==> config.mk <==
export PLATFORM = sky130hd
export DESIGN_NAME = btn_debounce_flat
export DESIGN_NICKNAME = d
export VERILOG_FILES = /design/src/rtl/btn_debounce_if.sv /design/src/rtl/btn_debounce.sv /design/src/flat_wrapper.sv
export SDC_FILE = /design/constraint.sdc
export NUM_CORES = 1
export LEC_CHECK = 0
export BUFFER_PORTS_ARGS = -buffer_cell sky130_fd_sc_hd__buf_2
export CAP_MARGIN = 20
export CORE_ASPECT_RATIO = 0.8
export CORE_MARGIN = 8
export CORE_UTILIZATION = 25
export DETAILED_ROUTE_END_ITERATION = 7
export MAX_ROUTING_LAYER = met4
export PLACE_DENSITY_LB_ADDON = 0.3
export SYNTH_ARGS = -nofsm -noshare
export SYNTH_HDL_FRONTEND = slang
export SYNTH_SLANG_ARGS = --single-unit
export TNS_END_PERCENT = 10
==> constraint.sdc <==
create_clock -name clk -period 5.65 [get_ports clk]
set_input_delay 1.4125 -clock clk [delete_from_list [all_inputs] [get_ports clk]]
set_output_delay 1.4125 -clock clk [all_outputs]
set_load 0.02 [all_outputs]
==> src/rtl/btn_debounce_if.sv <==
// btn_debounce_if: raw button input and conditioned outputs of one debounced pushbutton
interface btn_debounce_if;
  logic btn_in;
  logic btn_level;
  logic press_pulse;
  logic release_pulse;
  logic hold_sig;
  modport master (output btn_in, input btn_level, press_pulse, release_pulse, hold_sig);
  modport slave (input btn_in, output btn_level, press_pulse, release_pulse, hold_sig);
endinterface

==> src/rtl/btn_debounce.sv <==
// btn_debounce: synchronise, debounce and classify an active-low pushbutton.
// Long-press timing (HELD state, hold_sig) is compiled in only with BTN_DEBOUNCE_HOLD_EN.
module btn_debounce #(
  parameter logic [23:0] DEBOUNCE_COUNT = 24'd500000,
  parameter logic [23:0] HOLD_COUNT = 24'd12500000
) (
  input logic clk,
  input logic rst_btn,
  btn_debounce_if.slave b
);
  typedef enum logic [2:0] {
    IDLE = 3'd0,
    PRESS_WAIT = 3'd1,
    PRESSED = 3'd2,
    HELD = 3'd3,
    RELEASE_WAIT = 3'd4
  } state_t;
  state_t state, state_n;
  logic s1, s2;
  logic [23:0] cnt, cnt_n;
  logic level, level_n, press, press_n, rel, rel_n;
  logic pressed_raw, hit_db;
`ifdef BTN_DEBOUNCE_HOLD_EN
  logic hold, hold_n, was_held, held_n;
`else
  logic unused_hold;
  assign unused_hold = ^HOLD_COUNT;
`endif
  assign pressed_raw = ~s2;
  assign hit_db = cnt == DEBOUNCE_COUNT - 24'd1;
  always_ff @(posedge clk) begin
    if (!rst_btn) begin
      s1 <= 1'b1;
      s2 <= 1'b1;
      state <= IDLE;
      cnt <= '0;
      level <= 1'b0;
      press <= 1'b0;
      rel <= 1'b0;
`ifdef BTN_DEBOUNCE_HOLD_EN
      hold <= 1'b0;
      was_held <= 1'b0;
`endif
    end else begin
      s1 <= b.btn_in;
      s2 <= s1;
      state <= state_n;
      cnt <= cnt_n;
      level <= level_n;
      press <= press_n;
      rel <= rel_n;
`ifdef BTN_DEBOUNCE_HOLD_EN
      hold <= hold_n;
      was_held <= held_n;
`endif
    end
  end
  // the counter is shared, so any state change restarts it from zero
  always_comb begin
    state_n = state;
    cnt_n = cnt;
    level_n = level;
    press_n = 1'b0;
    rel_n = 1'b0;
`ifdef BTN_DEBOUNCE_HOLD_EN
    hold_n = hold;
    held_n = was_held;
`endif
    case (state)
      IDLE: state_n = pressed_raw ? PRESS_WAIT : IDLE;
      PRESS_WAIT:
        if (!pressed_raw) state_n = IDLE;
        else if (hit_db) begin
          state_n = PRESSED;
          level_n = 1'b1;
          press_n = 1'b1;
        end else cnt_n = cnt + 24'd1;
`ifdef BTN_DEBOUNCE_HOLD_EN
      PRESSED:
        if (!pressed_raw) state_n = RELEASE_WAIT;
        else if (cnt == HOLD_COUNT - 24'd1) begin
          state_n = HELD;
          hold_n = 1'b1;
          held_n = 1'b1;
        end else cnt_n = cnt + 24'd1;
      HELD: state_n = pressed_raw ? HELD : RELEASE_WAIT;
`else
      PRESSED: state_n = pressed_raw ? PRESSED : RELEASE_WAIT;
`endif
      RELEASE_WAIT:
        if (pressed_raw) begin
`ifdef BTN_DEBOUNCE_HOLD_EN
          state_n = was_held ? HELD : PRESSED;
`else
          state_n = PRESSED;
`endif
        end else if (hit_db) begin
          state_n = IDLE;
          level_n = 1'b0;
          rel_n = 1'b1;
`ifdef BTN_DEBOUNCE_HOLD_EN
          hold_n = 1'b0;
          held_n = 1'b0;
`endif
        end else cnt_n = cnt + 24'd1;
      default: begin
        state_n = IDLE;
        level_n = 1'b0;
`ifdef BTN_DEBOUNCE_HOLD_EN
        hold_n = 1'b0;
        held_n = 1'b0;
`endif
      end
    endcase
    if (state_n != state) cnt_n = '0;
  end
  assign b.btn_level = level;
  assign b.press_pulse = press;
  assign b.release_pulse = rel;
`ifdef BTN_DEBOUNCE_HOLD_EN
  assign b.hold_sig = hold;
`else
  assign b.hold_sig = 1'b0;
`endif
endmodule
==> src/flat_wrapper.sv <==
// flat-port wrapper written by rule: the top's interface ports become plain ports
module btn_debounce_flat 
#(
  parameter logic [23:0] DEBOUNCE_COUNT = 24'd500000,
  parameter logic [23:0] HOLD_COUNT = 24'd12500000
)
  (clk, rst_btn, b_btn_in, b_btn_level, b_press_pulse, b_release_pulse, b_hold_sig);
  btn_debounce_if b_i ();
  input logic clk;
  input logic rst_btn;
  input wire logic [$bits(b_i.btn_in)-1:0] b_btn_in;
  output wire logic [$bits(b_i.btn_level)-1:0] b_btn_level;
  output wire logic [$bits(b_i.press_pulse)-1:0] b_press_pulse;
  output wire logic [$bits(b_i.release_pulse)-1:0] b_release_pulse;
  output wire logic [$bits(b_i.hold_sig)-1:0] b_hold_sig;
  assign b_i.btn_in = b_btn_in;
  assign b_btn_level = b_i.btn_level;
  assign b_press_pulse = b_i.press_pulse;
  assign b_release_pulse = b_i.release_pulse;
  assign b_hold_sig = b_i.hold_sig;
  btn_debounce #(.DEBOUNCE_COUNT(DEBOUNCE_COUNT), .HOLD_COUNT(HOLD_COUNT)) u_core (.clk(clk), .rst_btn(rst_btn), .b(b_i));
endmodule
# Word-level counts from Yosys, hierarchy flattened
# Index checks and enable logic that the tools add are counted.
word_totals:
  regBits: 32
  inputBits: 3
  output_inout_bits: 4
  word_cells: 45
classes:
  add_sub_neg: 1
  eq_ne: 9
  mux: 17
  bitwise_logic: 3
  n_reduce_logical: 8
op_table:
  columns: ["operator", "count"]
  rows:
  - ["24-bit two-way mux", 3]
  - ["24-bit case mux with 2 select lines", 1]
  - ["24-bit by 1-bit adder with 24-bit output, second input constant", 1]
  - ["24-bit by 19-bit == test with 1-bit output, second input constant", 1]
  - ["3-bit two-way mux", 5]
  - ["3-bit case mux with 4 select lines", 1]
  - ["1-bit two-way mux", 6]
  - ["2-bit by 1-bit != test with 1-bit output, second input constant", 3]
  - ["3-bit AND reduction", 2]
  - ["5-bit AND reduction", 1]
  - ["2-bit OR reduction", 2]
  - ["3-bit by 1-bit == test with 1-bit output, second input constant", 1]
  - ["3-bit by 2-bit == test with 1-bit output, second input constant", 1]
  - ["3-bit == test, second input constant", 1]
  - ["3-bit logical NOT", 1]
  - ["3-bit != test", 1]
  - ["1-bit NOT", 3]
  - ["1-bit case mux with 3 select lines", 1]
  - ["3-bit OR reduction", 1]
  - ["2-bit != test, second input constant", 1]
  - ["2-bit nonzero test", 1]

# Longest topological paths before layout
# Gate-level depths: netlist of the first run.
depth:
  ltp_word: 6
  depth_mapped: 8
  depth_no_buf: 6

# Least setup slack after synthesis of the first run
# OpenSTA, ideal clock, no wires.
synth_path:
  kind: "input -> register"
  start: "input rst_btn"
  end: "register u_core.cnt[19]"
  setup_ps: 128
  t_arrival_ps: 1958
  t_required_ps: 5522
  path_slack_ps: 3565
  stages: 3
  path_buffers: 1
  cell_sequence: "a21bo_2 -> clkbuf_1 -> nor2_1"
synth_via:
  elab_chain_cells: 2
synth_rtl:
  columns: ["element", "line", "rtl"]
  rows:
  - ["from (decl)", "flat_wrapper.sv:10", "input logic rst_btn;"]
  - ["1-bit NOT (no source line)", null, null]
  - ["2-bit OR reduction (no source line)", null, null]
  - ["to (signal assigned)", "btn_debounce.sv:48", "cnt <= cnt_n;"]
  - ["to (decl)", "btn_debounce.sv:20", "logic [23:0] cnt, cnt_n;"]
# No other way between the ends.
# A chain may end at the register's enable or synchronous reset.

# Worst setup path in the final report of the first run
layout_path:
  start: "register u_core.cnt[0]"
  end: "register u_core.cnt[12]"
layout_via:
  elab_chain_cells: 6
  word_cells_on_any_way: 13
  cone_classes: "add/sub: 1; eq/ne: 2; mux: 9; reduce/logical: 1"
layout_rtl:
  columns: ["element"]
  rows:
  - ["parallel branches: the longest is 6 deep, another holds 24-bit by 1-bit adder with 24-bit output"]
# Parallel ways; which one is timed is not known. The select of a mux whose other input is x is not followed.

==> flow_metrics.py, run 1 <==
metrics = {
    "sta": {
        "final.setup_skew_ns": 0.008163,
        "finalWorstPathRequiredPeriod_ns": 2.241,
        "holdWs_ns": 0.4084,
        "fin_tns_setup_ns": 0,
        "timing_worst_slew_pin_value_ns": 0.7529,
        "timing_limited_maximum_frequency_mhz": 446.3,
        "setup_repair_after_global_routing_missed_its_margin": "no",
        "max_slew_margin": 0.4980,
        "hold_viol": 0,
        "final-max-slew-violation-count": 0,
        "period_utilization_post_route": 0.3966,
        "finalSetupViolCount": 0,
    },
    "route": {
        "avgViaCountPerCell": 4.899,
        "dr.pass1.iters": 4,
        "remaining_drc_errors": 0,
        "via_count": 1362,
        "route.final.wire_length_um": 3524,
        "drt_first_iter_violations": 124,
        "detail_route.wl_per_cell_um": 12.68,
        "ant_nets": 0,
    },
    "power_and_ir_drop": {
        "power.ir.vdd_worst_uv": 75.01,
        "static-leakage-power_nw": 0.5395,
        "power-per-cell-area_mw_per_mm2": 256.8,
    },
    "run_status": {
        "outcome": "completed",
    },
    "critical_path": {
        "critical_path.endpoint_type": "flop",
        "max_stage_delay_ns": 0.62,
        "crit_path_top_delay_cell": "o21ai_2",
        "cp_max_fo": 20,
        "worst_r2r_path_depth": 6,
        "critical_path.cell_chain": "ha_1 -> nand3b_1 -> or3_1 -> o21ai_2 -> nor4b_1 -> o21ba_2",
        "critical_setup_path_kind": "reg2reg",
        "setup.reg_to_reg.worst_slack_ns": 3.41,
        "worst_ep_required_time_ns": 5.83,
        "cp_data_arrival_time_ns": 2.42,
        "crit-reg2reg-capture": "u_core.cnt[12]",
        "critPathLaunchType": "flop",
        "r2r_start": "u_core.cnt[0]",
    },
    "floorplan": {
        "rows": 26,
        "die_h_um": 88.40,
        "core_region_area_sq_mm": 0.006376,
        "initial_utilization": 0.2569,
        "die_width_um": 106.5,
        "design.portCount": 7,
        "fp.dieArea_sq_mm": 0.009414,
    },
    "min_path": {
        "hold_path_depth": 1,
        "hold_path_class": "reg2reg",
        "hold-path-endpoint": "u_core.s2",
        "worstHoldStart": "u_core.s1",
    },
    "clocking": {
        "cts-buffers-inserted": 5,
        "cts_repair_resize_count": 0,
        "cts_max_path_buffers": 2,
        "clock_root_buffer": "clkbuf_8",
        "cts_tree": "done",
        "clkLatencyLatePin_ns": 0.28,
        "cts-htree-levels": 2,
        "clock_sink_count": 32,
        "post_cts.repair.setup_buffers": 0,
        "ctsHoldBuffers": 0,
        "worst_setup_hold_path_clk_slew_ns": 0.07,
    },
    "layout": {
        "fraction_of_final_layout_cells_with_drive_strength_greater_than_1": 0.1082,
        "n_fill_cell": 700,
        "area_growth_syn_to_layout_pct": 13.29,
        "area.sequential_sq_um": 640.6,
        "num_antenna_cells": 0,
        "net_count_of_the_finished_layout": 197,
        "finalCoreUtilization": 0.2910,
        "post-route-cell-area_sq_mm": 0.001856,
        "multi_input_gate_area_in_the_final_layout_sq_um": 943.4,
    },
    "global_routing": {
        "grt_overflow_total": 0,
        "initial_antenna_violation_count": 0,
        "first_pass_grt_wire_length_um": 5837,
        "grt_use_total": 0.08136,
        "pin_count_of_the_biggest_net_entering_global_routing": 25,
        "first_global_vias": 1201,
    },
    "place": {
        "placed_cell_area_sq_mm": 0.001729,
        "buffer_ports.inserted": 5,
        "place.gp.congestion": 0.7487,
        "place.detailed.hpwl_um": 2480,
    },
    "synthesis": {
        "synth.distinct_cells": 48,
        "postSynthAreaPerCell_sq_um": 8.712,
        "cells_taking_the_most_area_after_synthesis": "dfxtp_1, nor2_1, xnor2_1",
        "synthMostInstantiatedCell": "dfxtp_1",
        "post_synth_most_frequent_cells": "dfxtp_1, nor2_1, a21oi_1, nand2_1, xnor2_1",
        "total_of_flip_flops_plus_latches_after_synthesis": 32,
        "synth_enable_flop_cells": 0,
        "yosysTopAreaCell": "dfxtp_1",
        "syn_area_sq_mm": 0.001638,
        "seq_area_frac_synth": 0.3911,
        "yosysTopAreaCellShare": 0.3911,
        "postSynth.asyncResetShare": 0,
        "syn_nets": 192,
        "gate_count_post_synth": 188,
        "postSynth.topFlopCell": "dfxtp_1",
        "synth.yosys.warnings": 0,
    },
    "flow_run": {
        "drv.max_cap_violation_count": 0,
    },
}
sequential cells by signal, summed over array words and instances (netlist names):
register / flops
u_core.b.btn_level: 1
u_core.b.press_pulse: 1
u_core.b.release_pulse: 1
u_core.cnt: 24
u_core.s1: 1
u_core.s2: 1
u_core.state: 3
critical path, delay by kind of cell (launching register included):
family / cells / cell delay, ns
compound gates: 2 / 0.84
fa+ha+maj: 1 / 0.32
simple gates: 3 / 0.60
flops: 1 / 0.38
cells in the final DEF, fill, tap and decap left out, types with 2 or more instances in the layout:
master	netlist	layout
nand4_1	4	4
nor3_1	6	6
nand2b_1	3	3
nor3b_1	2	2
clkbuf_8	0	7
o2111ai_1	2	2
and4_1	4	4
nand3b_1	2	2
nor4b_1	6	6
o41ai_1	3	3
xor2_1	4	4
or4_1	5	5
or3_1	2	2
or4b_1	2	2
nand2_1	9	9
o21ai_0	2	2
nor4_1	3	3
nor2_1	27	27
xnor2_1	9	9
buf_2	1	5
nor2b_1	2	2
inv_1	4	4
dfxtp_1	32	32
a21oi_1	13	13
nand3_1	8	8
o31ai_1	5	5
o211ai_1	2	2
metrics by stage:
stage | total power, W | setup WS, ns | std cells
2_1_floorplan | 0.0002401 | 3.565 | 188
3_3_place_gp | 0.0002422 | 3.226 | 270
3_5_place_dp | 0.0002421 | 3.217 | 270
4_1_cts | 0.0004839 | 3.387 | 278
5_1_grt | 0.0004980 | 3.166 | 278
6_report | 0.0004765 | 3.409 | 278
where the power goes:
group	internal [W]	switching [W]	leakage [nW]
Sequential	0.000226	0.00000126	0.258
Combinational	0.00000305	0.00000606	0.217
Clock	0.000156	0.0000841	0.0645
Total	0.000385	0.0000915	0.539
cell type report:
cell class	instances	area share
Multi-Input combinational cell	145	0.5084
Sequential cell	32	0.3452
Tap cell	84	0.05664
Clock buffer	7	0.05192
Clock inverter	1	0.01618
Timing Repair Buffer	5	0.01349
Inverter	4	0.008092
per-layer routing:
metal	vias to the layer above	wire length (um)	GRT usage
li1	705	-	-
met1	627	1860	0.1115
met2	25	1422	0.1071
met3	5	201	0.02256
met4	0	40	0.03567
met5	-	0	-
worst max path at each step:
stage	from	to	depth (start not counted)
6_report	u_core.cnt[0]	u_core.cnt[12]	6
4_1_cts	u_core.cnt[0]	u_core.cnt[12]	6
3_5_place_dp	rst_btn	u_core.cnt[12]	3
3_3_place_gp	rst_btn	u_core.cnt[12]	3
2_1_floorplan	rst_btn	u_core.cnt[19]	3
5_1_grt	u_core.cnt[0]	u_core.cnt[12]	6
logic make-up after synthesis:
logic type	Yosys count	share of synthesized area
buffers and inverters	11	0.03284
other	1	0.002290
flip-flops	32	0.3911
multiplexers	2	0.01299
AO/OA/AOI/OAI	35	0.1459
adder cells (fa/ha/maj)	1	0.007638
XOR/XNOR	13	0.06952
AND/OR/NAND/NOR	93	0.3377
Power figures use the tool's default switching activity.
==> run 2, diff against run 1 <==
clock period = 2 ns   (was 5.65 ns; I/O delays follow)
==> run 2 against run 1 <==
Against the previous run:
- via count rose by 5.1%
- routed wire length rose by 12%
- highest routed layer unchanged
- clock power is 110% higher
- total power rose to 2.5 times the previous value
- largest power group is now registers
- die area is the same
- cell count increased by 5.4%
- hold slack got worse by 0.012 ns
- largest cell class unchanged
==> flow_metrics.py, run 2 (synthesis gave the netlist of run 1 again) <==
metrics = {
    "run_status": {
        "outcome": "completed",
    },
    "sta": {
        "final-max-slew-violation-count": 0,
        "hold_viol": 0,
        "holdWs_ns": 0.3964,
        "finalWorstPathRequiredPeriod_ns": 1.871,
        "timing_limited_maximum_frequency_mhz": 534.5,
        "period_utilization_post_route": 0.9355,
        "fin_tns_setup_ns": 0,
        "setup_repair_after_global_routing_missed_its_margin": "no",
        "layout_setup_ws_ns": 0.1290,
        "finalSetupViolCount": 0,
        "final.setup_skew_ns": 0.006880,
    },
    "route": {
        "avgViaCountPerCell": 4.887,
        "via_count": 1432,
        "remaining_drc_errors": 0,
        "drt_first_iter_violations": 93,
        "dr.pass1.iters": 4,
        "ant_nets": 0,
        "route.final.wire_length_um": 3938,
        "detail_route.wl_per_cell_um": 13.44,
    },
    "layout": {
        "fraction_of_final_layout_cells_with_drive_strength_greater_than_1": 0.1866,
        "reg_top3": "u_core.cnt: 24 flops, u_core.state: 3 flops",
        "area.sequential_sq_um": 640.6,
        "largest_reg_flops": 24,
        "post-route-cell-area_sq_mm": 0.001961,
        "top_register": "u_core.cnt",
        "net_count_of_the_finished_layout": 212,
        "area_growth_syn_to_layout_pct": 19.71,
        "most_common_cell_after_layout_fill_and_taps_aside": "dfxtp_1",
        "n_fill_cell": 710,
        "num_antenna_cells": 0,
        "multi_input_gate_area_in_the_final_layout_sq_um": 957.2,
        "most-common-layout-cells": "dfxtp_1, nor2_1, buf_4",
        "finalCoreUtilization": 0.3075,
    },
    "clocking": {
        "worst_setup_hold_path_clk_slew_ns": 0.07,
        "clkLatencyLatePin_ns": 0.28,
        "cts-buffers-inserted": 5,
        "clock_root_buffer": "clkbuf_8",
        "clock_sink_count": 32,
        "cts_max_path_buffers": 2,
        "cts-htree-levels": 2,
        "cts_tree": "done",
    },
    "critical_path": {
        "worst_r2r_path_depth": 6,
        "critical_path_cell_count": 6,
        "critical_path.cell_chain": "and4bb_2 -> or2_2 -> o21ai_2 -> buf_4 -> or4_1 -> a21oi_1",
        "crit_path_top_delay_cell": "or4_1",
        "cp_data_arrival_time_ns": 2.08,
        "critical_path.endpoint_type": "flop",
        "critical_setup_path_kind": "reg2reg",
        "worst-path-buf-inv": 1,
        "worst_ep_required_time_ns": 2.21,
        "cpLargestDelayFamily": "simple AND/OR/NAND/NOR gates",
        "max_stage_delay_ns": 0.47,
        "cp_max_fo": 7,
        "critPathLaunchType": "flop",
    },
    "flow_run": {
        "drv.max_cap_violation_count": 0,
    },
    "global_routing": {
        "first_global_vias": 1324,
        "grt_overflow_total": 0,
        "pin_count_of_the_biggest_net_entering_global_routing": 17,
        "initial_antenna_violation_count": 0,
        "grt_use_total": 0.09188,
        "first_pass_grt_wire_length_um": 6734,
    },
    "floorplan": {
        "rows": 26,
        "design.portCount": 7,
        "fp.dieArea_sq_mm": 0.009414,
        "initial_utilization": 0.2569,
        "die_width_um": 106.5,
        "die_h_um": 88.40,
        "core_region_area_sq_mm": 0.006376,
    },
    "place": {
        "place.gp.congestion": 0.8183,
        "post-place-ws_ns": 0.07471,
        "buffer_ports.inserted": 5,
        "placed_cell_area_sq_mm": 0.001847,
        "place.detailed.hpwl_um": 2891,
    },
    "min_path": {
        "hold_path_class": "in2reg",
        "hold_path_depth": 2,
    },
    "power_and_ir_drop": {
        "power.ir.vdd_worst_uv": 243.1,
        "power-per-cell-area_mw_per_mm2": 609.1,
        "static-leakage-power_nw": 0.6017,
    },
}
-- run 2: cell types whose count changed in the layout (fill, tap and decap cells not counted) --
cell,delta
clkinv_2,+2
nor4b_2,+1
bufinv_16,-1
ha_1,-1
nor4b_1,-1
ha_2,+1
or3_4,+1
buf_12,+1
or3_1,-1
clkbuf_8,-1
buf_4,+14
-- run 2: report_power, final --
part / switching [W] / internal (W)
sequential: 0.00000199 / 0.000640
clock: 0.000240 / 0.000274
combinational: 0.0000213 / 0.0000168
total: 0.000263 / 0.000931
-- run 2: cell type report --
| type | instances | area share |
|---|---|---|
| Clock inverter | 2 | 0.005105 |
| Sequential cell | 32 | 0.3267 |
| Inverter | 4 | 0.007658 |
| Tap cell | 84 | 0.05361 |
| Clock buffer | 6 | 0.04212 |
| Timing Repair Buffer | 20 | 0.07658 |
| Multi-Input combinational cell | 145 | 0.4882 |
-- run 2: final timing paths --
path	from	to	slack, ns
max	u_core.state[2]	u_core.cnt[7]	0.13
min	b_btn_in	u_core.s1	0.40
max reg2reg	u_core.state[2]	u_core.cnt[7]	0.13
min reg2reg	u_core.s1	u_core.s2	0.41
-- run 2: what timing repair did --
item | 4_1_cts | 5_1_grt
resized for setup | 0 | 3
setup buffers | 0 | 1
endpoints found under the setup margin | 0 | 15
hold buffers | 0 | 0
-- run 2: metrics by stage --
step	cells	power, W
6_report	293	0.001194
5_1_grt	293	0.001260
4_1_cts	292	0.001215
3_5_place_dp	284	0.0006938
3_3_place_gp	284	0.0006937
2_1_floorplan	188	0.0006783
-- run 2: metal layers --
layer  global-route usage  share of wire  vias to the layer above
met5                    -              0                        -
met4              0.03057         0.0086                        0
met3              0.02402          0.027                        2
met2               0.1207           0.39                       15
met1               0.1303           0.57                      676
li1                     -              -                      739
==> run 3, diff against run 2 <==
GPL_TIMING_DRIVEN = 0   (was unset)
==> run 3 against run 2 <==
Against the previous run:
- sequential power is essentially flat
- routed wire length shrank 3.5%
- via count shrank 0.35%
- die area is the same
- clock skew grew 0.0037 ns
- register-to-register slack lost 0.04 ns
- count of clock-buffer cells in the layout is the same
==> flow_metrics.py, run 3 (synthesis gave the netlist of run 1 again) <==
metrics = {
    "sta": {
        "fin_tns_setup_ns": 0,
        "final-max-slew-violation-count": 0,
        "final.setup_skew_ns": 0.01059,
        "setup_repair_after_global_routing_missed_its_margin": "no",
        "period_utilization_post_route": 0.9546,
        "finalWorstPathRequiredPeriod_ns": 1.909,
        "timing_limited_maximum_frequency_mhz": 523.8,
        "hold_viol": 0,
        "finalSetupViolCount": 0,
        "layout_setup_ws_ns": 0.09087,
    },
    "place": {
        "post-place-ws_ns": -0.3327,
        "place.detailed.hpwl_um": 2752,
        "placed_cell_area_sq_mm": 0.001768,
        "buffer_ports.inserted": 5,
        "place.gp.congestion": 0.7805,
    },
    "route": {
        "dr.pass1.iters": 4,
        "drt_first_iter_violations": 141,
        "via_count": 1427,
        "ant_nets": 0,
        "route.final.wire_length_um": 3799,
        "avgViaCountPerCell": 5.007,
        "detail_route.wl_per_cell_um": 13.33,
        "remaining_drc_errors": 0,
    },
    "clocking": {
        "clkLatencyLatePin_ns": 0.28,
        "clock_root_buffer": "clkbuf_8",
        "cts-htree-levels": 2,
        "cts_tree": "done",
        "clock_sink_count": 32,
        "worst_setup_hold_path_clk_slew_ns": 0.07,
        "cts_max_path_buffers": 2,
        "cts-buffers-inserted": 5,
    },
    "floorplan": {
        "core_region_area_sq_mm": 0.006376,
        "die_width_um": 106.5,
        "rows": 26,
        "fp.dieArea_sq_mm": 0.009414,
        "design.portCount": 7,
        "initial_utilization": 0.2569,
        "die_h_um": 88.40,
    },
    "critical_path": {
        "worst_ep_required_time_ns": 2.22,
        "cp_max_fo": 10,
        "critical_setup_path_kind": "reg2reg",
        "critical_path.endpoint_type": "flop",
        "critPathLaunchType": "flop",
        "cp_data_arrival_time_ns": 2.13,
    },
    "layout": {
        "post-route-cell-area_sq_mm": 0.001933,
        "finalCoreUtilization": 0.3032,
        "area_growth_syn_to_layout_pct": 18.03,
        "n_fill_cell": 701,
        "most_common_cell_after_layout_fill_and_taps_aside": "nor2_1",
        "net_count_of_the_finished_layout": 204,
        "top_register": "u_core.cnt",
        "fraction_of_final_layout_cells_with_drive_strength_greater_than_1": 0.1841,
        "largest_reg_flops": 24,
        "most-common-layout-cells": "nor2_1, dfxtp_1, a21oi_1",
        "num_antenna_cells": 0,
        "reg_top3": "u_core.cnt: 24 flops, u_core.state: 3 flops",
    },
    "power_and_ir_drop": {
        "static-leakage-power_nw": 0.5641,
        "power.ir.vdd_worst_uv": 240.5,
        "power-per-cell-area_mw_per_mm2": 666.1,
    },
    "global_routing": {
        "grt_overflow_total": 0,
        "first_global_vias": 1291,
        "first_pass_grt_wire_length_um": 6541,
        "initial_antenna_violation_count": 0,
        "grt_use_total": 0.09066,
        "pin_count_of_the_biggest_net_entering_global_routing": 11,
    },
    "min_path": {
        "hold_path_class": "in2reg",
    },
    "flow_run": {
        "drv.max_cap_violation_count": 0,
    },
    "run_status": {
        "outcome": "completed",
    },
}
==> run 3: cell count changes in the layout (fill, tap and decap cells not counted), moves of 2 or more <==
cell / change
buf_4: -11
dfxtp_1: -6
dfxtp_2: +6
clkbuf_1: +2
clkbuf_4: +2
==> run 3: final cells by class <==
class                      count  area [sq um]  share of cell area
sequential                    32         648.1              0.3353
buffer                         7         52.55             0.02718
multi-input combinational    145         979.7              0.5068
inverter                       4         15.01            0.007767
tap                           84         105.1             0.05437
clock inverter                 2         35.03             0.01812
clock buffer                   6         72.57             0.03754
timing repair buffer           5         25.02             0.01295
==> run 3: metrics by stage <==
step,hold slack [ns],total power (W),cells
after detailed placement,0.3991,0.0006895,277
after floorplan,0.3863,0.0006783,188
after CTS,0.3955,0.001303,285
after global routing,0.4219,0.001342,285
after global placement,0.3895,0.0006894,277
final,0.3972,0.001288,285
==> run 3: path summary, 6_finish.rpt <==
path,startpoint,endpoint,slack [ns],cells past startpoint
worst max-delay path,u_core.state[2],u_core.cnt[7],0.09,6
worst min-delay path,b_btn_in,u_core.s1,0.40,2
worst max register to register,u_core.state[2],u_core.cnt[7],0.09,6
worst min register to register,u_core.s1,u_core.s2,0.41,1
==> run 3: critical path, cell delays in order, from the launching register on <==
cell and delay (ns):
dfxtp_1 0.38, nor4b_4 0.42, or2_2 0.22, o21ai_2 0.06
buf_4 0.17, or4_1 0.46, a21oi_1 0.14
==> run 3: repair_timing <==
action,in CTS,in global routing
pin swaps,0,1
gates resized for setup,8,10
hold buffers,0,0
setup endpoints to repair,22,19
setup buffers,0,0
==> run 3: power breakdown <==
part           switching [W]  total (W)  internal [W]  leakage (nW)
logic              0.0000211  0.0000348     0.0000137         0.248
clock network       0.000241   0.000611      0.000370        0.0552
registers         0.00000228   0.000642      0.000639         0.261
total               0.000265    0.00129       0.00102         0.564
==> run 3: routing by layer <==
metal	track usage	share of wire	vias to the layer above	wire, um
met5	-	0	-	0
met4	0.03439	0.014	0	55
met3	0.02402	0.041	5	155
met2	0.1259	0.42	21	1580
met1	0.1218	0.53	679	2007
li1	-	-	722	-
